### config.mk
export PLATFORM = sky130hd
export DESIGN_NAME = bullet_motion
export DESIGN_NICKNAME = d
export VERILOG_FILES = /design/src/rtl/bullet_motion.sv
export SDC_FILE = /design/constraint.sdc
export NUM_CORES = 1
export LEC_CHECK = 0
export CAP_MARGIN = 10
export CORE_ASPECT_RATIO = 1.1
export CORE_MARGIN = 3
export CORE_UTILIZATION = 49
export CTS_BUF_LIST = sky130_fd_sc_hd__clkbuf_16
export CTS_CLUSTER_DIAMETER = 30
export CTS_CLUSTER_SIZE = 20
export DETAILED_ROUTE_END_ITERATION = 7
export DONT_BUFFER_PORTS = 1
export PLACE_DENSITY_LB_ADDON = 0.12
export SLEW_MARGIN = 0
export SYNTH_ARGS = -nofsm -noshare
export SYNTH_HDL_FRONTEND = slang
export SYNTH_SLANG_ARGS = --single-unit
### constraint.sdc
create_clock -name frame_clk -period 7.05 [get_ports frame_clk]
set_clock_uncertainty 0.1 [all_clocks]
set_input_delay 0.705 -clock frame_clk [delete_from_list [all_inputs] [get_ports frame_clk]]
set_output_delay 0.705 -clock frame_clk [all_outputs]
set_load 0.03 [all_outputs]
### src/rtl/bullet_motion.sv
// Per-bullet motion controller: launch, wall reflection, clamped movement,
// lifetime / bounce-limit / hit kill, and re-fire cooldown. One edge per frame.
module bullet_motion #(
  parameter int unsigned BULLET_S   = 2,
  parameter int unsigned LIFETIME   = 600,
  parameter int unsigned MAX_BOUNCE = 5,
  parameter int unsigned COOLDOWN   = 30,
  parameter int unsigned X_MAX      = 639,
  parameter int unsigned Y_MAX      = 479
) (
  input  logic       frame_clk,
  input  logic       Reset,
  input  logic       fire,
  input  logic       hit,
  input  logic [9:0] SpawnX,
  input  logic [9:0] SpawnY,
  input  logic [9:0] FireX_Motion,
  input  logic [9:0] FireY_Motion,
  input  logic       isWallBottom,
  input  logic       isWallTop,
  input  logic       isWallRight,
  input  logic       isWallLeft,
  output logic [9:0] BulletX,
  output logic [9:0] BulletY,
  output logic [9:0] BulletS,
  output logic [9:0] X_Motion,
  output logic [9:0] Y_Motion,
  output logic       bullet_on,
  output logic [2:0] bounce_count
);

  localparam int unsigned LifeW = (LIFETIME > 1) ? $clog2(LIFETIME) : 1;
  localparam int unsigned CoolW = (COOLDOWN > 1) ? $clog2(COOLDOWN) : 1;

  localparam logic signed [10:0] PosLo = 11'(BULLET_S);
  localparam logic signed [10:0] XHi   = 11'(X_MAX - BULLET_S);
  localparam logic signed [10:0] YHi   = 11'(Y_MAX - BULLET_S);

  typedef enum logic [1:0] {
    S_IDLE,
    S_FLIGHT,
    S_COOLDOWN
  } state_t;

  state_t           state, stateNext;
  logic [LifeW-1:0] lifeCnt, lifeNext;
  logic [CoolW-1:0] coolCnt, coolNext;
  logic [9:0]       xNext, yNext, xmNext, ymNext;
  logic             onNext;
  logic [2:0]       bounceNext;

  logic             reflX, reflY, reflect, kill;
  logic [9:0]       xmRefl, ymRefl;

  // Signed 11-bit step then clamp into the visible band; never wraps.
  function automatic logic [9:0] stepClamp(input logic [9:0] pos,
                                           input logic [9:0] mot,
                                           input logic signed [10:0] lo,
                                           input logic signed [10:0] hi);
    logic signed [10:0] sum;
    sum = $signed({1'b0, pos}) + $signed({mot[9], mot});
    if (sum < lo)      return lo[9:0];
    else if (sum > hi) return hi[9:0];
    else               return sum[9:0];
  endfunction

  assign BulletS = 10'(BULLET_S);

  // A flag reflects only when motion points into that wall.
  assign reflY   = (isWallTop && Y_Motion[9]) ||
                   (isWallBottom && !Y_Motion[9] && (Y_Motion != '0));
  assign reflX   = (isWallLeft && X_Motion[9]) ||
                   (isWallRight && !X_Motion[9] && (X_Motion != '0));
  assign reflect = reflX || reflY;
  assign xmRefl  = reflX ? (10'd0 - X_Motion) : X_Motion;
  assign ymRefl  = reflY ? (10'd0 - Y_Motion) : Y_Motion;
  assign kill    = hit || (lifeCnt == LifeW'(LIFETIME - 1)) ||
                   (reflect && (bounce_count == 3'(MAX_BOUNCE)));

  // State and output registers.
  always_ff @(posedge frame_clk) begin
    if (Reset) begin
      state        <= S_IDLE;
      BulletX      <= '0;
      BulletY      <= '0;
      X_Motion     <= '0;
      Y_Motion     <= '0;
      bullet_on    <= 1'b0;
      bounce_count <= '0;
      lifeCnt      <= '0;
      coolCnt      <= '0;
    end else begin
      state        <= stateNext;
      BulletX      <= xNext;
      BulletY      <= yNext;
      X_Motion     <= xmNext;
      Y_Motion     <= ymNext;
      bullet_on    <= onNext;
      bounce_count <= bounceNext;
      lifeCnt      <= lifeNext;
      coolCnt      <= coolNext;
    end
  end

  // Next-state and next-output logic.
  always_comb begin
    stateNext  = state;
    xNext      = BulletX;
    yNext      = BulletY;
    xmNext     = X_Motion;
    ymNext     = Y_Motion;
    onNext     = bullet_on;
    bounceNext = bounce_count;
    lifeNext   = lifeCnt;
    coolNext   = coolCnt;

    case (state)
      S_IDLE: begin
        if (fire && ((FireX_Motion != '0) || (FireY_Motion != '0))) begin
          stateNext  = S_FLIGHT;
          xNext      = SpawnX;
          yNext      = SpawnY;
          xmNext     = FireX_Motion;
          ymNext     = FireY_Motion;
          onNext     = 1'b1;
          bounceNext = '0;
          lifeNext   = '0;
        end
      end

      S_FLIGHT: begin
        if (kill) begin
          stateNext = S_COOLDOWN;
          onNext    = 1'b0;
          xmNext    = '0;
          ymNext    = '0;
          coolNext  = '0;
        end else begin
          xmNext   = xmRefl;
          ymNext   = ymRefl;
          xNext    = stepClamp(BulletX, xmRefl, PosLo, XHi);
          yNext    = stepClamp(BulletY, ymRefl, PosLo, YHi);
          lifeNext = lifeCnt + LifeW'(1);
          if (reflect && (bounce_count < 3'(MAX_BOUNCE)))
            bounceNext = bounce_count + 3'd1;
        end
      end

      S_COOLDOWN: begin
        if (coolCnt == CoolW'(COOLDOWN - 1))
          stateNext = S_IDLE;
        else
          coolNext = coolCnt + CoolW'(1);
      end

      default: stateNext = S_IDLE;
    endcase
  end

endmodule

==> metrics.md, run 1 <==
| Metric | Value |
|---|---|
| Mux contribution to synthesized area | `1.61%` |
| Ys async rst share | `0%` |
| Startpoint types | `register` |
| Overflow after GRT | `0` |
| Setup tns final | `0 ns` |
| Clock tree sinks | `61` |
| Slowest stage delay, CP | `0.52 ns` |
| Simple-gate share of the synthesized area | `21.8%` |
| Slowest CP cell | `nor4_4` |
| Crit path arrival time | `4.92 ns` |
| Final period utilization | `68.6%` |
| Compound-Gate Fraction of Synth Area | `28.5%` |
| DR vias/cell | `6.44` |
| TritonCTS clock tree | `done` |
| Reg clk slew, reported paths | `0.06 ns` |
| # port buffers | `0` |
| Outcome | `finished, final reports clean` |
| Internal power | `896 uW` |
| DR pass1 iterations | `6` |
| Min-Delay Path Class | `in -> reg` |
| Initial antenna violation count | `1` |
| Routed vias | `4,324` |
| Max-slew violation total from the final report | `0` |
| Chip Width | `98.3 um` |
| Clock group share of total power | `27.7%` |
| Fmax | `0.207 GHz` |
| Sequential area share after synthesis | `26.6%` |
| Vias in the first global route | `4,127` |
| Tot GR Track Use | `25.5%` |
| First-pass GRT wire length | `21,400 um` |
| Most common flop cell mapped by yosys | `dfxtp_1` |
| Synth warn | `0` |
| Sw power | `685 uW` |
| Minimum clock period | `4.84 ns` |
| Die Y-Extent | `108 um` |
| Crit-path max FO | `13` |
| VDD IR-drop max | `0.152 mV` |
| Max Root-Sink Buffers | `2` |
| NumNets Final | `633` |
| WHS | `0.340 ns` |
| CP Class | `reg -> reg` |
| Max Cap Violations | `0` |
| CP top delay family | `compound AO/OA/AOI/OAI gates` |
| Largest net degree at the start of global routing | `41` |
| Largest family of logic cells by synthesized area | `compound AO/OA/AOI/OAI gates` |
| Area share of fa/ha/maj cells after synthesis | `9.32%` |
| Worst Path Required | `7.14 ns` |
| Post-CTS Hold Fix Bufs | `0` |
| IO Pins | `102` |
| Antenna Cells | `0` |
| #FFs+latches synth | `61` |
| Sw frac | `43.3%` |
| Iter 0 DRT Violations | `284` |
| Clock latency on the worst-skew pair | `0.33 ns` |
| Worst-path cell chain | `nor4_4 > a31oi_1 > a21oi_2 > mux2_2 > fa_1 > a211oi_2 > nor2_1 > xor2_1 > or4_1 > or3_1 > o32ai_2 > a221oi_1` |
| Detail Route Antenna Nets | `0` |
| Final hold vios | `0` |
| Inserted Clock Buffers | `9` |
| Floorplan core area | `0.00901 mm2` |
| CTS H-tree depth | `3` |
| Synth-to-Final Area Change | `6.95%` |
| RSZ-0062 raised after global routing | `false` |
| Root cell of the clock tree | `clkbuf_16` |
| Synthesized instance count | `563` |
| Mapped cell area | `0.00459 mm2` |
| Average footprint of a synthesized cell | `8.15 um2` |
| Post_cts resized | `0` |
| Endpoints failing setup | `0` |
| Layout fillers | `889` |
| Relative slew slack | `25.1%` |
| Row count | `36` |
| Power share of the combinational group | `40.9%` |
| CP endpoint kind | `register` |
| Final Core Density | `54.5%` |
| DRT Wirelength | `13,600 um` |
| P_leak | `0.00199 uW` |
| Sequential share of power | `31.4%` |
| Pwr dens | `322 mW/mm2` |
| Crit path buf inv count | `0` |
| Setup bufs post-CTS | `0` |
| Worst-Margin Slew | `1.12 ns` |
| Number of remaining DRC errors | `0` |
| RePlAce Congestion | `0.939` |
| Initial Utilization | `50.9%` |
| Share of layout cells above drive strength 1 | `6.28%` |
| Die area | `0.0106 mm2` |
| Routed WL per cell | `20.3 um` |
| Number of enable flip-flop cells after synthesis | `0` |
| Dpl hpwl | `10,400 um` |
| Synth Area in XOR/XNOR | `6.90%` |
| Distinct cell type count after synthesis | `78` |
## worst reg2reg max path: stages, from the launching register on
cell and delay (ns):
dfxtp_1 0.49, nor4_4 0.52, a31oi_1 0.17, a21oi_2 0.46, mux2_2 0.46, fa_1 0.45, a211oi_2 0.30, nor2_1 0.09
xor2_1 0.18, or4_1 0.46, or3_1 0.35, o32ai_2 0.47, a221oi_1 0.17
## registers in the layout, summed over array words and instances (netlist names)
name,count
BulletY,10
Y_Motion,10
X_Motion,10
lifeCnt,10
BulletX,10
bounce_count,3
bullet_on,1
state,2
coolCnt,5
## final cells by class
| cell class | instances | area (um2) | area share, % |
|---|---|---|---|
| Inverter | 20 | 75.1 | 1.53 |
| Clock buffer | 9 | 225 | 4.59 |
| Multi-Input combinational cell | 458 | 3160 | 64.4 |
| Sequential cell | 61 | 1220 | 24.9 |
| Clock inverter | 7 | 66.3 | 1.35 |
| Timing Repair Buffer | 2 | 15.0 | 0.306 |
| Tap cell | 114 | 143 | 2.91 |
## Yosys cell counts (9+ instances only)
| cell type | number | area share [%] |
|---|---|---|
| a21oi_1 | 45 | 4.9 |
| a222oi_1 | 18 | 3.9 |
| and3_1 | 11 | 1.5 |
| buf_4 | 10 | 1.6 |
| clkbuf_1 | 20 | 1.6 |
| dfxtp_1 | 61 | 27 |
| ha_1 | 31 | 8.5 |
| inv_1 | 20 | 1.6 |
| nand2_1 | 30 | 2.5 |
| nand3_1 | 21 | 2.3 |
| nor2_1 | 72 | 5.9 |
| nor2b_1 | 14 | 1.9 |
| o211ai_1 | 11 | 1.8 |
| o21ai_0 | 19 | 2.1 |
| xnor2_1 | 9 | 1.7 |
| xor2_1 | 24 | 4.6 |
## per-layer routing
metal | GRT usage [%] | vias to the layer above | part of all wire [%]
li1 | - | 2099 | -
met1 | 31.9 | 2035 | 41
met2 | 42.5 | 165 | 48
met3 | 6.42 | 23 | 9.1
met4 | 9.27 | 2 | 2.4
met5 | 0 | - | 0.051
## path summary, 6_finish.rpt
check | from | to | slack [ns] | cells past startpoint
min | Reset | BulletY[7] | 0.34 | 1
min reg2reg | coolCnt[3] | coolCnt[3] | 0.39 | 2
max | X_Motion[2] | BulletX[0] | 2.21 | 12
max reg2reg | X_Motion[2] | BulletX[0] | 2.21 | 12
## cells by family after synthesis
logic type / Yosys count
multiplexers: 7
adder cells (fa/ha/maj): 33
XOR/XNOR: 34
other: 2
buffers and inverters: 52
flip-flops: 61
AND/OR/NAND/NOR: 196
AO/OA/AOI/OAI: 178
## power by group through the flow
| stage | Combinational (uW) | Clock (uW) | Sequential (uW) |
|---|---|---|---|
| 2_1_floorplan | 512 | 0 | 485 |
| 3_3_place_gp | 624 | 0 | 504 |
| 3_5_place_dp | 632 | 0 | 504 |
| 4_1_cts | 636 | 442 | 497 |
| 5_1_grt | 716 | 458 | 503 |
| 6_report | 647 | 438 | 496 |
## layout by cell type, fill, tap and decap left out, drive strengths merged, types with 4 or more instances in the layout
| master | instances |
|---|---|
| nor2 | 73 |
| dfxtp | 61 |
| a21oi | 46 |
| ha | 31 |
| nand2 | 30 |
| o21ai | 26 |
| xor2 | 24 |
| inv | 22 |
| nand3 | 21 |
| a222oi | 18 |
| nor2b | 14 |
| o211ai | 12 |
| and3 | 11 |
| conb | 10 |
| xnor2 | 10 |
| clkbuf | 9 |
| a211oi | 9 |
| nor3 | 9 |
| a21o | 8 |
| nor4 | 8 |
| o2111ai | 7 |
| o22ai | 7 |
| a221oi | 7 |
| a31oi | 5 |
| nand2b | 4 |
| nor4b | 4 |
| mux2i | 4 |
## per-stage QoR
stage / worst slack [ns] / total power, uW / cell area [um2] / std cells
5_1_grt: 1.88 / 1680 / 4910 / 671
2_1_floorplan: 2.67 / 998 / 4620 / 571
6_report: 2.21 / 1580 / 4910 / 671
4_1_cts: 2.22 / 1580 / 4910 / 671
3_3_place_gp: 2.30 / 1130 / 4620 / 655
3_5_place_dp: 2.25 / 1140 / 4620 / 655
No activity file was read; power rests on OpenSTA's default activity.
==> run 2: changes to the inputs <==
==> constraint.sdc (replaced) <==
create_clock -name frame_clk -period 4.3 [get_ports frame_clk]
set_clock_uncertainty 0.1 [all_clocks]
set_input_delay 0.43 -clock frame_clk [delete_from_list [all_inputs] [get_ports frame_clk]]
set_output_delay 0.43 -clock frame_clk [all_outputs]
set_load 0.03 [all_outputs]
==> run 2 against run 1 <==
Sequential share of layout area shrank 1.1 points. Total power up 65%. Worst hold slack worse by 0.28 ns. Setup slack got worse by 1.9 ns. Clock power is 51% higher. Highest routed layer unchanged.
==> metrics.md, run 2 (synthesis results as in run 1) <==
| Metric | Value |
|---|---|
| Tot Pwr | `2600 uW (was 1580 uW)` |
| Worst-Margin Slew | `0.984 ns (was 1.12 ns)` |
| Crit path buf inv count | `0 (unchanged)` |
| Hold path start | `Reset (unchanged)` |
| CP Class | `reg -> reg (unchanged)` |
| Final period utilization | `93.2% (was 68.6%)` |
| Vias in the first global route | `4,165 (was 4,127)` |
| Outcome | `finished, final reports clean (unchanged)` |
| Reg-to-reg setup timing slack | `0.29 ns (was 2.21 ns)` |
| Final cell count without fillers | `700 (was 671)` |
| Instance count on the critical path | `12 (unchanged)` |
| Row count | `36 (unchanged)` |
| Max Cap Violations | `0 (unchanged)` |
| Number of remaining DRC errors | `0 (unchanged)` |
| CTS H-tree depth | `3 (unchanged)` |
| Max-slew violation total from the final report | `0 (unchanged)` |
| Most common cell after layout, fill and taps aside | `nor2_1 (unchanged)` |
| Detail Route Antenna Nets | `0 (unchanged)` |
| Worst-path cell chain | `nor4_4 > a31oi_1 > a21oi_2 > mux2_2 > fa_1 > a211oi_2 > nor2_1 > xor2_1 > or4_1 > or3_1 > o32ai_4 > a221oi_1 (was nor4_4 > a31oi_1 > a21oi_2 > mux2_2 > fa_1 > a211oi_2 > nor2_1 > xor2_1 > or4_1 > or3_1 > o32ai_2 > a221oi_1)` |
| Reg2reg path depth | `12 (unchanged)` |
| Dpl hpwl | `10,500 um (was 10,400 um)` |
| Area of the multi-input gates | `0.00319 mm2 (was 0.00316 mm2)` |
| Initial antenna violation count | `1 (unchanged)` |
| Final hold vios | `0 (unchanged)` |
| Post-CTS Hold Fix Bufs | `0 (unchanged)` |
| Endpoints failing setup | `0 (unchanged)` |
| CP top delay family | `simple AND/OR/NAND/NOR gates (was compound AO/OA/AOI/OAI gates)` |
| Synth-to-Final Area Change | `11.7% (was 6.95%)` |
| Antenna Cells | `0 (unchanged)` |
| Clock tree sinks | `61 (unchanged)` |
| Slowest CP cell | `or4_1 (was nor4_4)` |
| IO Pins | `102 (unchanged)` |
| Share of layout cells above drive strength 1 | `11.4% (was 6.28%)` |
| Reg2reg end | `BulletX[0] (unchanged)` |
| Fmax | `0.249 GHz (was 0.207 GHz)` |
| Floorplan core area | `0.00901 mm2 (unchanged)` |
| RePlAce Congestion | `0.925 (was 0.939)` |
| Slowest stage delay, CP | `0.47 ns (was 0.52 ns)` |
| Cell Count Post-Placement | `683 (was 655)` |
| Max Root-Sink Buffers | `2 (unchanged)` |
| DR vias/cell | `6.41 (was 6.44)` |
| Tot GR Track Use | `26.3% (was 25.5%)` |
| Reg clk slew, reported paths | `0.06 ns (about the same)` |
| Minimum clock period | `4.01 ns (was 4.84 ns)` |
| Hold Path Stages | `1 (unchanged)` |
| Root cell of the clock tree | `clkbuf_16 (unchanged)` |
| NumNets Final | `662 (was 633)` |
| CP endpoint kind | `register (unchanged)` |
| Initial Utilization | `50.9% (unchanged)` |
| Pwr dens | `508 mW/mm2 (was 322 mW/mm2)` |
| Reg2reg start | `X_Motion[2] (unchanged)` |
| P_leak | `0.00213 uW (was 0.00199 uW)` |
| Overflow after GRT | `0 (unchanged)` |
| Inserted Clock Buffers | `9 (unchanged)` |
| Most frequent cells in the layout | `72 x nor2_1, 61 x dfxtp_1, 45 x a21oi_1 (unchanged)` |
| Routed vias | `4,484 (was 4,324)` |
| Layout fillers | `879 (was 889)` |
| Clock latency on the worst-skew pair | `0.34 ns (was 0.33 ns)` |
| First-pass GRT wire length | `21,900 um (was 21,400 um)` |
| Crit-path max FO | `6 (was 13)` |
| Die area | `0.0106 mm2 (unchanged)` |
| # port buffers | `0 (unchanged)` |
| Min-Delay Path Class | `in -> reg (unchanged)` |
| Routed WL per cell | `20.1 um (was 20.3 um)` |
| DRT Wirelength | `14,000 um (was 13,600 um)` |
| Chip Width | `98.3 um (unchanged)` |
| Worst Setup SP | `X_Motion[2] (unchanged)` |
| TritonCTS clock tree | `done (unchanged)` |
| Iter 0 DRT Violations | `307 (was 284)` |
| DR pass1 iterations | `4 (was 6)` |
| Worst Path Required | `4.40 ns (was 7.14 ns)` |
| Relative slew slack | `34.4% (was 25.1%)` |
| Seq. cell area | `0.00122 mm2 (unchanged)` |
| VDD IR-drop max | `0.229 mV (was 0.152 mV)` |
| Startpoint types | `register (unchanged)` |
| Die Y-Extent | `108 um (unchanged)` |
| Crit path arrival time | `4.11 ns (was 4.92 ns)` |
| Largest net degree at the start of global routing | `41 (unchanged)` |
| Worst Hold Path EP | `BulletY[9] (was BulletY[7])` |
run 2: cell type report:
class,count,share of cell area [%]
Timing Repair Buffer,31,4.54
Sequential cell,61,23.8
Tap cell,114,2.78
Multi-Input combinational cell,458,62.2
Inverter,20,1.46
Clock inverter,7,0.830
Clock buffer,9,4.39
run 2: where the power goes:
group | internal, uW | total, uW | switching (uW)
sequential | 624 | 766 | 143
combinational | 447 | 1180 | 729
clock | 385 | 661 | 276
run 2: what timing repair did:
action	in CTS	in global routing
endpoints found under the setup margin	0	12
gates resized for setup	0	5
buffers inserted	0	1
run 2: metrics by stage:
step / setup TNS [ns] / worst slack (ns) / hold WS (ns) / area (um2) / util (%)
after global placement: 0 / 0.302 / 0.367 / 4830 / 53.6
final: 0 / 0.292 / 0.0573 / 5130 / 56.9
after detailed placement: 0 / 0.204 / 0.382 / 4830 / 53.6
after floorplan: 0 / 0.0265 / 0.353 / 4620 / -
after CTS: 0 / 0.176 / 0.0496 / 5090 / 56.6
after global routing: -0.00300 / -0.00300 / 0.0529 / 5130 / 56.9
run 2: how the worst max path moves through the flow:
stage | end | slack (ns)
2_1_floorplan | BulletX[0] | 0.03
3_3_place_gp | BulletY[0] | 0.30
3_5_place_dp | BulletY[0] | 0.20
4_1_cts | BulletY[0] | 0.18
5_1_grt | BulletY[7] | -0.003
6_report | BulletX[0] | 0.29
run 2: per-layer routing:
layer  vias up  wire [um]  part of all wire [%]  global-route usage, %
met5         -          7                 0.050                      0
met3        24       1200                   8.5                   7.91
met4         2        299                   2.1                   9.95
met1      2133       5660                    40                   31.4
li1       2152          -                     -                      -
met2       173       6880                    49                   44.7
==> run 3: changes to the inputs <==
--- a/config.mk
+++ b/config.mk
@@ -6,7 +6,7 @@
 export NUM_CORES = 1
 export LEC_CHECK = 0
 export CAP_MARGIN = 10
-export CORE_ASPECT_RATIO = 1.1
+export CORE_ASPECT_RATIO = 0.8
 export CORE_MARGIN = 3
 export CORE_UTILIZATION = 49
 export CTS_BUF_LIST = sky130_fd_sc_hd__clkbuf_16
==> run 3 against run 2 <==
Via count up 1.3%. Total power rose by 2.6%. Highest routed layer is now met4. Critical endpoint is now BulletX[6]. Combinational power increased by 3%. Worst hold slack better by 0.011 ns. Final area rose by 1.1%. Core utilization increased by 2.1 points. Critical path type unchanged.
==> metrics.md, run 3 (synthesis results as in run 1) <==
| Metric | Value |
|---|---|
| Outcome | `finished, final reports clean (unchanged)` |
| Crit-path max FO | `12 (was 6)` |
| # port buffers | `0 (unchanged)` |
| Tot Pwr | `2670 uW (was 2600 uW)` |
| Relative slew slack | `39.0% (was 34.4%)` |
| DR pass1 iterations | `7 (was 4)` |
| Share of layout cells above drive strength 1 | `11.5% (was 11.4%)` |
| Startpoint types | `register (unchanged)` |
| Antenna Cells | `0 (unchanged)` |
| Most frequent cells in the layout | `71 x nor2_1, 61 x dfxtp_1, 45 x a21oi_1 (was 72 x nor2_1, 61 x dfxtp_1, 45 x a21oi_1)` |
| Die Y-Extent | `92.6 um (was 108 um)` |
| Max-slew violation total from the final report | `0 (unchanged)` |
| Internal power | `1520 uW (was 1460 uW)` |
| Inserted Clock Buffers | `9 (unchanged)` |
| Worst-Margin Slew | `0.914 ns (was 0.984 ns)` |
| Area after DPL | `0.00484 mm2 (was 0.00483 mm2)` |
| Root cell of the clock tree | `clkbuf_16 (unchanged)` |
| Sw power | `1150 uW (about the same)` |
| RSZ-0062 raised after global routing | `false` |
| Clock group share of total power | `26.0% (was 25.4%)` |
| RePlAce Congestion | `1.01 (was 0.925)` |
| Endpoints failing setup | `0 (unchanged)` |
| Crit path arrival time | `4.22 ns (was 4.11 ns)` |
| Sequential share of power | `28.4% (was 29.4%)` |
| Pwr dens | `516 mW/mm2 (was 508 mW/mm2)` |
| DRT Wirelength | `14,300 um (was 14,000 um)` |
| Minimum clock period | `4.14 ns (was 4.01 ns)` |
| DR vias/cell | `6.48 (was 6.41)` |
| Floorplan core area | `0.00878 mm2 (was 0.00901 mm2)` |
| Worst Path Required | `4.38 ns (was 4.40 ns)` |
| Setup tns final | `0 ns (unchanged)` |
| Power share of the combinational group | `45.6% (was 45.2%)` |
| Min-Delay Path Class | `in -> reg (unchanged)` |
| Largest net degree at the start of global routing | `41 (unchanged)` |
| Chip Width | `114 um (was 98.3 um)` |
| Dpl hpwl | `10,800 um (was 10,500 um)` |
| Final hold vios | `0 (unchanged)` |
| Iter 0 DRT Violations | `707 (was 307)` |
| Routed vias | `4,541 (was 4,484)` |
| CTS H-tree depth | `3 (unchanged)` |
| Die area | `0.0106 mm2 (about the same)` |
| IO Pins | `102 (unchanged)` |
| Clock tree sinks | `61 (unchanged)` |
| Tot GR Track Use | `26.8% (was 26.3%)` |
| Clock latency on the worst-skew pair | `0.33 ns (was 0.34 ns)` |
| Post-CTS Hold Fix Bufs | `0 (unchanged)` |
| CP endpoint kind | `register (unchanged)` |
| First-pass GRT wire length | `22,400 um (was 21,900 um)` |
| Most common cell after layout, fill and taps aside | `nor2_1 (unchanged)` |
| VDD IR-drop max | `0.369 mV (was 0.229 mV)` |
| Initial antenna violation count | `0 (was 1)` |
| P_leak | `0.00216 uW (was 0.00213 uW)` |
| WHS | `0.0688 ns (was 0.0573 ns)` |
| Number of remaining DRC errors | `0 (unchanged)` |
| Fin area | `0.00518 mm2 (was 0.00513 mm2)` |
| NumNets Final | `665 (was 662)` |
| Fmax | `0.242 GHz (was 0.249 GHz)` |
| Synth-to-Final Area Change | `12.9% (was 11.7%)` |
| Routed WL per cell | `20.4 um (was 20.1 um)` |
| Row count | `30 (was 36)` |
| Reg clk slew, reported paths | `0.06 ns (about the same)` |
| Vias in the first global route | `4,105 (was 4,165)` |
| Max Cap Violations | `0 (unchanged)` |
| Initial Utilization | `52.3% (was 50.9%)` |
| Sw frac | `43.1% (was 44.1%)` |
| Max Root-Sink Buffers | `2 (unchanged)` |
| CP Class | `reg -> reg (unchanged)` |
| Detail Route Antenna Nets | `0 (unchanged)` |
| TritonCTS clock tree | `done (unchanged)` |
| Overflow after GRT | `0 (unchanged)` |
| Final period utilization | `96.2% (was 93.2%)` |
==> run 3: path summary, 6_finish.rpt <==
kind                                  start    endpoint  slack, ns  cells after the start
worst max register to register  X_Motion[2]  BulletX[6]       0.16                     14
worst min register to register   coolCnt[3]  coolCnt[3]       0.38                      2
worst max-delay path            X_Motion[2]  BulletX[6]       0.16                     14
worst min-delay path                  Reset   bullet_on       0.07                      1
==> run 3: power by group through the flow <==
stage,Combinational (uW),Clock [uW],Sequential [uW]
floorplan,841,0,795
global placement,1130,0,770
detailed placement,1140,0,772
CTS,1150,715,760
global route,1320,735,767
finish,1220,695,760
==> run 3: final cells by class <==
class                   instances  area, um2
clock buffers                   9        225
clock inverters                 7       57.6
fillers                       788       3600
inverters                      20       75.1
multi-input cells             458       3210
flip-flops and latches         61       1220
well taps                     112        140
repair buffers                 34        255
==> run 3: metrics by stage <==
stage / util, % / setup slack (ns) / std cells
2_1_floorplan: - / 0.0265 / 571
3_5_place_dp: 55.1 / 0.150 / 683
3_3_place_gp: 55.1 / 0.135 / 683
5_1_grt: 59.0 / 0.0147 / 701
6_report: 59.0 / 0.162 / 701
4_1_cts: 58.3 / 0.111 / 699
==> run 3: worst max-delay path, stage by stage (launching register included) <==
cell and delay, ns:
dfxtp_1 0.34, nor4_4 0.36, a31oi_1 0.15, a21oi_2 0.20
buf_4 0.23, a21oi_1 0.07, xor2_1 0.22, ha_1 0.36
and2_1 0.25, a221oi_4 0.32, nand4b_1 0.20, a32oi_1 0.37
o21ai_1 0.24, o32ai_4 0.43, a221oi_1 0.16
==> run 3: what timing repair did <==
action | CTS | global route
hold endpoints to repair | 0 | 0
setup endpoints to repair | 0 | 14
setup buffers | 0 | 2
gates resized for setup | 0 | 7
==> run 3: per-layer routing <==
layer  vias up  global-route usage [%]  wire (um)
met2       231                    36.6       5830
met1      2130                    38.9       6470
met4         0                    6.92        184
met5         -                       0          0
li1       2165                       -          -
met3        15                    10.3       1820
